### src/rtl/systolic_feeder.sv
// Operand staging for an NxN systolic array: loads one A/B pair slice by slice,
// then streams it onto the west/north edges with diagonal skew and signals completion.
module systolic_feeder #(
    parameter int N  = 4,
    parameter int DW = 8
) (
    input  logic            clk,
    input  logic            rst,
    input  logic            in_valid,
    output logic            in_ready,
    input  logic [N*DW-1:0] in_a,
    input  logic [N*DW-1:0] in_b,
    output logic [N*DW-1:0] a_feed,
    output logic [N*DW-1:0] b_feed,
    output logic            feed_act,
    output logic            acc_clr,
    output logic            done
);

    localparam int KW        = (N > 1) ? $clog2(N) : 1;
    localparam int TW        = $clog2(3 * N + 1);
    localparam int TFeedEnd  = 2 * N - 2;
    localparam int TFlushEnd = 3 * N - 2;

    typedef enum logic [2:0] {
        IDLE,
        LOAD,
        CLEAR,
        FEED,
        FLUSH,
        DONE
    } state_e;

    state_e                 state_q, state_d;
    logic [KW-1:0]          k_q, k_d;
    logic [TW-1:0]          t_q, t_d;
    logic [N-1:0][N*DW-1:0] a_buf_q, b_buf_q;
    logic                   ready_q, ready_d;
    logic [N*DW-1:0]        a_feed_q, a_feed_d;
    logic [N*DW-1:0]        b_feed_q, b_feed_d;
    logic                   act_q, act_d;
    logic                   clr_q, clr_d;
    logic                   done_q, done_d;
    logic                   accept;

    assign accept = in_valid & ready_q;

    always_comb begin
        state_d = state_q;
        k_d     = k_q;
        t_d     = t_q;
        unique case (state_q)
            IDLE: begin
                if (accept) begin
                    if (N == 1) begin
                        state_d = CLEAR;
                        k_d     = '0;
                    end else begin
                        state_d = LOAD;
                        k_d     = KW'(1);
                    end
                end
            end
            LOAD: begin
                if (accept) begin
                    if (k_q == KW'(N - 1)) begin
                        state_d = CLEAR;
                        k_d     = '0;
                    end else begin
                        k_d = k_q + 1'b1;
                    end
                end
            end
            CLEAR: begin
                state_d = FEED;
                t_d     = '0;
            end
            FEED: begin
                t_d = t_q + 1'b1;
                if (t_q == TW'(TFeedEnd)) state_d = FLUSH;
            end
            // Runs one slot past PE[N-1][N-1]'s last product so its accumulator is committed before done.
            FLUSH: begin
                t_d = t_q + 1'b1;
                if (t_q == TW'(TFlushEnd)) state_d = DONE;
            end
            DONE: begin
                state_d = IDLE;
                t_d     = '0;
            end
            default: state_d = IDLE;
        endcase
    end

    // Outputs are computed from the next state so every port comes straight off a flop.
    always_comb begin
        a_feed_d = '0;
        b_feed_d = '0;
        if (state_d == FEED) begin
            for (int lane = 0; lane < N; lane++) begin
                if (int'(t_d) >= lane && int'(t_d) - lane < N) begin
                    a_feed_d[lane*DW +: DW] = a_buf_q[KW'(int'(t_d) - lane)][lane*DW +: DW];
                    b_feed_d[lane*DW +: DW] = b_buf_q[KW'(int'(t_d) - lane)][lane*DW +: DW];
                end
            end
        end
        ready_d = (state_d == IDLE) || (state_d == LOAD);
        act_d   = (state_d == FEED) || (state_d == FLUSH);
        clr_d   = (state_d == CLEAR);
        done_d  = (state_d == DONE);
    end

    always_ff @(posedge clk or posedge rst) begin
        if (rst) begin
            state_q  <= IDLE;
            k_q      <= '0;
            t_q      <= '0;
            ready_q  <= 1'b0;
            a_feed_q <= '0;
            b_feed_q <= '0;
            act_q    <= 1'b0;
            clr_q    <= 1'b0;
            done_q   <= 1'b0;
        end else begin
            state_q  <= state_d;
            k_q      <= k_d;
            t_q      <= t_d;
            ready_q  <= ready_d;
            a_feed_q <= a_feed_d;
            b_feed_q <= b_feed_d;
            act_q    <= act_d;
            clr_q    <= clr_d;
            done_q   <= done_d;
        end
    end

    always_ff @(posedge clk or posedge rst) begin
        if (rst) begin
            a_buf_q <= '0;
            b_buf_q <= '0;
        end else if (accept) begin
            a_buf_q[k_q] <= in_a;
            b_buf_q[k_q] <= in_b;
        end
    end

    assign in_ready = ready_q;
    assign a_feed   = a_feed_q;
    assign b_feed   = b_feed_q;
    assign feed_act = act_q;
    assign acc_clr  = clr_q;
    assign done     = done_q;

endmodule
### config.mk
export PLATFORM = sky130hd
export DESIGN_NAME = systolic_feeder
export DESIGN_NICKNAME = d
export VERILOG_FILES = /design/src/rtl/systolic_feeder.sv
export SDC_FILE = /design/constraint.sdc
export NUM_CORES = 1
export LEC_CHECK = 0
export BUFFER_PORTS_ARGS = -buffer_cell sky130_fd_sc_hd__buf_2
export CAP_MARGIN = 40
export CORE_ASPECT_RATIO = 0.8
export CORE_MARGIN = 3
export CORE_UTILIZATION = 50
export CTS_BUF_LIST = sky130_fd_sc_hd__clkbuf_4 sky130_fd_sc_hd__clkbuf_8
export CTS_CLUSTER_SIZE = 28
export DETAILED_ROUTE_END_ITERATION = 8
export GPL_TIMING_DRIVEN = 0
export PLACE_DENSITY = 0.69
export SLEW_MARGIN = 10
export SYNTH_ARGS = -nofsm -noshare
export SYNTH_HDL_FRONTEND = slang
export SYNTH_SLANG_ARGS = --single-unit
### constraint.sdc
create_clock -name clk -period 28.4 [get_ports clk]
set_input_delay 2.84 -clock clk [delete_from_list [all_inputs] [get_ports clk]]
set_output_delay 2.84 -clock clk [all_outputs]
set_load 0.1 [all_outputs]
**Word-level counts from Yosys, hierarchy flattened**

Index checks and enable logic that the tools add are counted.

- Bits in registers: 333
- Bits of input ports: 67
- Logic and storage cells: 112

- Add/subtract/negate cells: 5
- Magnitude comparators: 13
- Equality and inequality tests: 15
- Mux-type cells: 49
- Bitwise logic cells: 1
- Reduce and logical (&&, ||, !) cells: 12

Operators with widths:

| kind | count |
|---|---|
| $bmux W32 S2 | 8 |
| $bwmux W128 | 2 |
| $mux W32 | 7 |
| $lt A32 B4 Y1 const B | 3 |
| $mux W24 | 4 |
| $mux W8 | 12 |
| $demux W32 S2 | 1 |
| $mux W16 | 4 |
| $lt A2 B4 Y1 const B | 4 |
| $mux W3 | 5 |
| $pmux W3 S5 | 1 |
| $eq A3 B2 Y1 const B | 4 |
| $eq A3 B3 Y1 const B | 4 |
| $sub A4 B2 Y5 const B | 2 |
| $ge A4 B2 Y1 const B | 2 |
| $pmux W4 S2 | 1 |
| $eq A3 B1 Y1 const B | 2 |
| $logic_not A3 Y1 | 2 |
| $mux W2 | 3 |
| $sub A4 B1 Y5 const B | 1 |
| $add A4 B1 Y4 const B | 1 |
| $eq A4 B3 Y1 const B | 1 |
| $eq A4 B4 Y1 const B | 1 |
| $ge A4 B1 Y1 const B | 1 |
| other kinds (13) | 19 |

**Depth between registers and ports, before layout**

Gate-level depths: netlist of run 1.

- Depth after elaboration: 9
- Gate-level depth with buffers: 14

**Worst setup path after synthesis of run 1**

OpenSTA, ideal clock, no wires.

- Kind: in2reg
- Start: in in_valid
- End: reg a_buf_q[100] in the netlist's numbering
- Data arrival time: 4.261 ns
- Required time: 28.275 ns
- Setup slack: 24.014 ns
- Stages on the path: 6
- Buffers on the path: 3
- Cell sequence: and2_1 -> clkbuf_1 -> nand2_1 -> clkbuf_1 -> clkbuf_1 -> mux2_2

- Word-level cells in the longest chain between the ends: 1

RTL lines:

| element | RTL line | RTL |
|---|---|---|
| start, declared | 9 | `input logic in_valid,` |
| $and A1 B1 Y1 | 46 | `assign accept = in_valid & ready_q;` |
| end signal, assigned by index | 142 | `a_buf_q[k_q] <= in_a;` |
| end, declared | 37 | `logic [N-1:0][N*DW-1:0] a_buf_q, b_buf_q;` |

Every way passes these cells.
A chain may end at the register's enable or synchronous reset.

**Worst setup path in the final report of run 1**

- Start: in in_valid
- End: reg b_buf_q[120] in the netlist's numbering

- Word-level cells in the longest chain between the ends: 1

RTL lines:

| element | RTL line | RTL |
|---|---|---|
| $and A1 B1 Y1 | 46 |  |
| end signal, assigned by index | 143 | `b_buf_q[k_q] <= in_b;` |
| end, declared | 37 |  |

Every way passes these cells.

==> results.sh, run 1 <==
export IMPL_root_buffer="clkbuf_8"
export IMPL_diodes=0
export IMPL_critical_path_max_fanout=10
export IMPL_cts_hold_buffers=0
export IMPL_synth_largest_area_cell="dfrtp_1"
export IMPL_final_common_cell="dfrtp_1"
export IMPL_fin_crit_sh=0.166
export IMPL_synth_top_area_share=0.592
export IMPL_cts_tree="done"
export IMPL_final_hold_viol_count=0
export IMPL_syn_area_per_cell_sq_um=16.2
export IMPL_overflow=0
export IMPL_fmax_ghz=0.213
export IMPL_start_util=0.512
export IMPL_path_class="in -> reg"
export IMPL_core_area_sq_mm=0.0275
export IMPL_synth_cell_type_count=48
export IMPL_tns_ns=0
export IMPL_ys_top_cells_by_area="dfrtp_1, mux2_2, mux4_2, and2_1, nor3b_1"
export IMPL_busiest_layer="met2"
export IMPL_dp_hpwl_microns=19900
export IMPL_final_cell_mix="dfrtp_1, mux2_2, buf_2"
export IMPL_worst_pin_slew_ns=0.842
export IMPL_portBuffers=134
export IMPL_use_met1=0.298
export IMPL_whs_ns=0.498
export IMPL_ys_flop_type="dfrtp_1"
export IMPL_period_needed_ns=4.70
export IMPL_drive_above_1_share=0.523
export IMPL_num_vias=8013
export IMPL_grt_max_degree=121
export IMPL_grt_use_met2=0.317
export IMPL_grt_pass1_vias=8618
export IMPL_postPlaceCellArea_sq_mm=0.0154
export IMPL_syn2layout_area_growth_pct=16.4
export IMPL_synth_seq_area_share=0.592
export IMPL_clkTransAtPathRegs_ns=0.06
export IMPL_die_area_sq_mm=0.0302
export IMPL_drtIter0Drc=440
export IMPL_clock_skew_ns=0.0190
export IMPL_yosys_warnings=0
export IMPL_min_path_type="reg -> reg"
export IMPL_die_y_microns=156
export IMPL_placementRows=54
export IMPL_viasPerCell=5.48
export IMPL_ios=135
export IMPL_die_w_microns=194
export IMPL_syn_area_sq_mm=0.0141
export IMPL_numCtsBuffers=51
export IMPL_postRouteAntennaNets=0
export IMPL_drt_first_pass_iters=5
export IMPL_startpoint_type="input pin"
export IMPL_rsz0062_at_grt="false"
export IMPL_post_cts_buffers=0
export IMPL_slew_viol_final=0
export IMPL_wl_microns=29800
export IMPL_gp_congestion=0.834
export IMPL_async_flop_share=1.00
export IMPL_layout_nets=1147
export IMPL_crit_arrival_ns=5.15
export IMPL_synthCells=872
export IMPL_slew_headroom=0.439
export IMPL_finalNonFillerCells=1462
export IMPL_drc_errors=0
export IMPL_setup_viol=0
export IMPL_required_ns=28.85
export IMPL_syn_nets=952
export IMPL_track_usage=0.203
export IMPL_synth_seq_cells=333
export IMPL_status="finished, final reports clean"
export IMPL_cp_end_kind="flip-flop"
export IMPL_fin_area_sq_mm=0.0164
export IMPL_antenna_found_initial=3
export IMPL_synth_edff_count=0
export IMPL_grtUsageMet3=0.0417
export IMPL_dp_cells=1378
export IMPL_cts_resized=0
export IMPL_grt_pass1_wl_microns=48300
export IMPL_wire_per_inst_microns=20.4
export IMPL_clock_latency_ns=0.57
export IMPL_h_tree_depth=2
export IMPL_cts_sinks=333
export IMPL_clock_path_buffers=3
export IMPL_cap_violations=0
through the flow:
step	setup WS [ns]	util
CTS	23.71	0.596
finish	23.70	0.596
floorplan	16.34	-
global placement	12.65	0.553
detailed placement	23.12	0.558
global route	23.55	0.596
logic make-up after synthesis:
family	share of synthesized area
AO/OA/AOI/OAI	0.0136
XOR/XNOR	0.00187
adder cells (fa/ha/maj)	0.0115
AND/OR/NAND/NOR	0.0523
flip-flops	0.592
multiplexers	0.309
buffers and inverters	0.0203
final cells by class:
class,count,area (sq um)
Buffer,51,226
Clock buffer,75,938
Clock inverter,9,95.1
Fill cell,2210,11100
Inverter,16,67.6
Multi-Input combinational cell,472,5460
Sequential cell,333,8330
Tap cell,364,455
Timing Repair Buffer,142,807
worst paths after layout:
path                             start  depth (start not counted)  slack, ns           end
setup / recovery              in_valid                          7      23.70  b_buf_q[120]
hold / removal             b_buf_q[79]                          1       0.50   b_buf_q[79]
setup reg to reg                t_q[0]                         14      24.11     b_feed[9]
hold reg to reg            b_buf_q[79]                          1       0.50   b_buf_q[79]
max in group asynchronous          rst                          4      24.94   b_buf_q[86]
min in group asynchronous          rst                          2       2.21   b_buf_q[68]
layer usage:
| metal | wire length [microns] | part of all wire | vias up |
|---|---|---|---|
| li1 | - | - | 3589 |
| met1 | 14100 | 0.47 | 4225 |
| met2 | 13900 | 0.47 | 152 |
| met3 | 1300 | 0.043 | 41 |
| met4 | 443 | 0.015 | 6 |
| met5 | 34 | 0.0011 | - |
worst max-delay path, cell delays in order:
cell and delay (ns):
buf_2 0.09, and2_1 0.17, clkbuf_1 0.17, nand2_1 0.13
clkbuf_1 0.63, clkbuf_1 0.70, mux2_2 0.41
synthesized netlist by cell type, types with 2 or more instances:
library cell and instances:
nor2_1 7, ha_1 13, a2111oi_0 2, a21o_1 3, dfrtp_1 333, clkbuf_1 35, a222oi_1 2, nand3b_1 3
a21oi_1 2, nand4b_1 2, nand3_1 3, inv_2 2, o211ai_1 2, mux4_2 64, nor3b_1 28, nand2b_1 3
nor2b_1 4, buf_4 4, buf_2 10, nand2_1 12, mux2_2 256, xor2_1 2, nor3b_2 6, inv_1 14
o21ai_0 2, and2_1 36
sequential cells by signal, summed over array words and instances (netlist names):
name      count
a_buf_q     128
a_feed       32
acc_clr       1
b_buf_q     128
b_feed       32
done          1
feed_act      1
in_ready      1
k_q           2
state_q       3
t_q           4
Power of run 1 is not shown: default switching activity piles up to over one toggle a cycle in this logic, so the estimate is an artifact.
==> run 2, diff against run 1 <==
ABC_AREA = 1   (was not set)
clock period = 4.6 ns   (was 28.4 ns; I/O delays follow)
==> run 2 against run 1 <==
Against the previous run:
- flip-flop and latch count did not move
- global-route usage rose by 6.0 points
- wire length rose by 35%
- critical endpoint is now b_feed[13]
- first-iteration DRC count rose to 2.7 times the previous value
- utilization rose by 0.70 points
- largest cell class unchanged
- non-clock buffer count rose by 51
- synthesized cell count rose by 83%
==> results.sh, run 2 <==
export IMPL_status="finished, final reports clean"
export IMPL_ff2ff_setup_slack_ns=0.79
export IMPL_synth_top_area_share=0.584
export IMPL_synth_mux_area_frac=0
export IMPL_final_hold_viol_count=0
export IMPL_numCtsBuffers=52
export IMPL_ys_top_cells_by_count="nand2_1, dfrtp_1, o21ai_0"
export IMPL_gp_congestion=0.874
export IMPL_dp_hpwl_microns=28100
export IMPL_yosys_area_share_xor_xnor=0.000613
export IMPL_clkTransAtPathRegs_ns=0.06
export IMPL_synth_top_family_by_area="compound AO/OA/AOI/OAI gates"
export IMPL_final_common_cell="nand2_1"
export IMPL_setup_viol=0
export IMPL_path_delay_family="buffers and inverters"
export IMPL_cts_resized=0
export IMPL_synth_seq_cells=333
export IMPL_start_util=0.515
export IMPL_drc_errors=0
export IMPL_h_tree_depth=2
export IMPL_cts_tree="done"
export IMPL_path_class="reg -> reg"
export IMPL_wire_per_inst_microns=18.3
export IMPL_worst_pin_slew_ns=0.843
export IMPL_period_needed_ns=3.81
export IMPL_synth_compound_area_frac=0.172
export IMPL_grt_max_degree=39
export IMPL_ios=135
export IMPL_post_cts_buffers=0
export IMPL_portBuffers=134
export IMPL_clock_latency_ns=0.59
export IMPL_cp_slowest_stage_delay_ns=0.65
export IMPL_synth_seq_area_share=0.584
export IMPL_tns_ns=0
export IMPL_final_cell_mix="nand2_1, dfrtp_1, o21ai_0"
export IMPL_whs_ns=0.0989
export IMPL_placementRows=54
export IMPL_startpoint="state_q[0]"
export IMPL_synth_fa_ha_area_frac=0.0114
export IMPL_yosys_cell_count_top_type="nand2_1"
export IMPL_reg_largest_list="a_buf_q x128, b_buf_q x128"
export IMPL_diodes=0
export IMPL_slew_viol_final=0
export IMPL_synth_largest_area_cell="dfrtp_1"
export IMPL_syn2layout_area_growth_pct=17.0
export IMPL_timing_rr_start="state_q[0]"
export IMPL_path_cells="inv_1 > nand3_2 > nand2_2 > inv_2 > o21ai_2 > inv_2 > clkbuf_1 > ha_1 > inv_1 > clkbuf_1 > o211ai_1 > nand2_1 > nand2_1 > nor2_1"
export IMPL_clock_path_buffers=3
export IMPL_grt_pass1_vias=11500
export IMPL_vdd_ir_drop_max_mv=0.520
export IMPL_rsz0062_at_grt="false"
export IMPL_die_y_microns=157
export IMPL_syn_area_per_cell_sq_um=8.96
export IMPL_cap_violations=0
export IMPL_fmax_ghz=0.263
export IMPL_drtIter0Drc=1179
export IMPL_die_area_sq_mm=0.0306
export IMPL_min_path_type="in -> reg"
export IMPL_syn_nets=1674
export IMPL_grt_pass1_wl_microns=63900
export IMPL_viasPerCell=5.45
export IMPL_antenna_found_initial=0
export IMPL_crit_arrival_ns=4.31
export IMPL_slew_headroom=0.438
export IMPL_startpoint_type="flip-flop"
export IMPL_postRouteAntennaNets=0
export IMPL_core_area_sq_mm=0.0277
export IMPL_final_seq_area_sq_mm=0.00833
export IMPL_cp_end_kind="flip-flop"
export IMPL_fin_crit_sh=0.828
export IMPL_critical_path_max_fanout=13
export IMPL_num_fill_cells=2479
export IMPL_synth_edff_count=0
export IMPL_drive_above_1_share=0.179
export IMPL_leakagePower_uw=0.00852
export IMPL_cts_sinks=333
export IMPL_powerDensity_mw_per_mm2=862
export IMPL_yosys_warnings=0
export IMPL_cp_buffers_inverters=6
export IMPL_track_usage=0.263
export IMPL_die_w_microns=195
export IMPL_root_buffer="clkbuf_8"
export IMPL_wl_microns=40100
export IMPL_syn_area_sq_mm=0.0143
export IMPL_drt_first_pass_iters=5
export IMPL_synth_simple_gate_area_frac=0.153
export IMPL_synth_cell_type_count=28
export IMPL_ys_flop_type="dfrtp_1"
export IMPL_clock_skew_ns=0.0279
export IMPL_overflow=0
export IMPL_required_ns=5.10
export IMPL_multi_input_area_sq_mm=0.00481
export IMPL_num_vias=12000
export IMPL_hp_start="in_b[21]"
export IMPL_ys_top_cells_by_area="dfrtp_1, o21ai_0, nand2_1, o211ai_1, inv_1"
export IMPL_critPathSlowestCell="clkbuf_1"
export IMPL_synthCells=1594
export IMPL_async_flop_share=1.00
export IMPL_layout_nets=1872
==> run 2: worst paths after layout <==
path / endpoint / cells past startpoint
setup / recovery: b_feed[13] / 14
hold / removal: b_buf_q[117] / 3
setup reg to reg: b_feed[13] / 14
hold reg to reg: a_buf_q[53] / 2
max in group asynchronous: b_buf_q[75] / 6
min in group asynchronous: b_feed[29] / 3
==> run 2: power by group <==
part	internal (uW)	switching, uW
clock network	1460	1150
registers	4180	569
logic	2070	4970
==> run 2: stage by stage <==
step                power, uW   util  worst slack, ns  area (sq um)  std cells
floorplan                9730      -           -0.309         14300       1594
global placement        11600  0.556            -2.23         15400       2092
detailed placement      11700  0.563            0.910         15600       2101
CTS                     14400  0.603            0.870         16700       2195
global route            15500  0.603            0.533         16700       2195
finish                  14400  0.603            0.793         16700       2195
==> run 2: cells by family (layout without fill, tap and decap cells) <==
logic type,count (synthesis),after routing
simple gates,527,527
compound gates,435,435
flops,333,333
buf+inv,285,522
fa+ha+maj,13,13
xor+xnor,1,1
==> run 2: what timing repair did <==
action	CTS	global route
hold buffers	1	0
endpoints found under the hold margin	19	0
endpoints found under the setup margin	0	0
==> run 2: routing by layer <==
metal / wire [microns] / track usage
met5: 0 / 0
met4: 881 / 0.0753
met3: 3310 / 0.0452
met2: 17800 / 0.399
met1: 18100 / 0.394
==> run 2: final cells by class <==
| class | count | share of cell area |
|---|---|---|
| sequential | 333 | 0.499 |
| multi-input combinational | 976 | 0.288 |
| clock buffer | 84 | 0.0614 |
| timing repair buffer | 144 | 0.0515 |
| inverter | 185 | 0.0418 |
| tap | 364 | 0.0273 |
| buffer | 100 | 0.0263 |
| clock inverter | 9 | 0.00464 |
==> run 2: worst register-to-register path: stages (launching register included) <==
cell      delay, ns
dfrtp_1        0.40
inv_1          0.13
nand3_2        0.16
nand2_2        0.16
inv_2          0.04
o21ai_2        0.32
inv_2          0.15
clkbuf_1       0.38
ha_1           0.53
inv_1          0.24
clkbuf_1       0.65
o211ai_1       0.23
nand2_1        0.12
nand2_1        0.06
nor2_1         0.14
(Power assumes the default switching activity.)
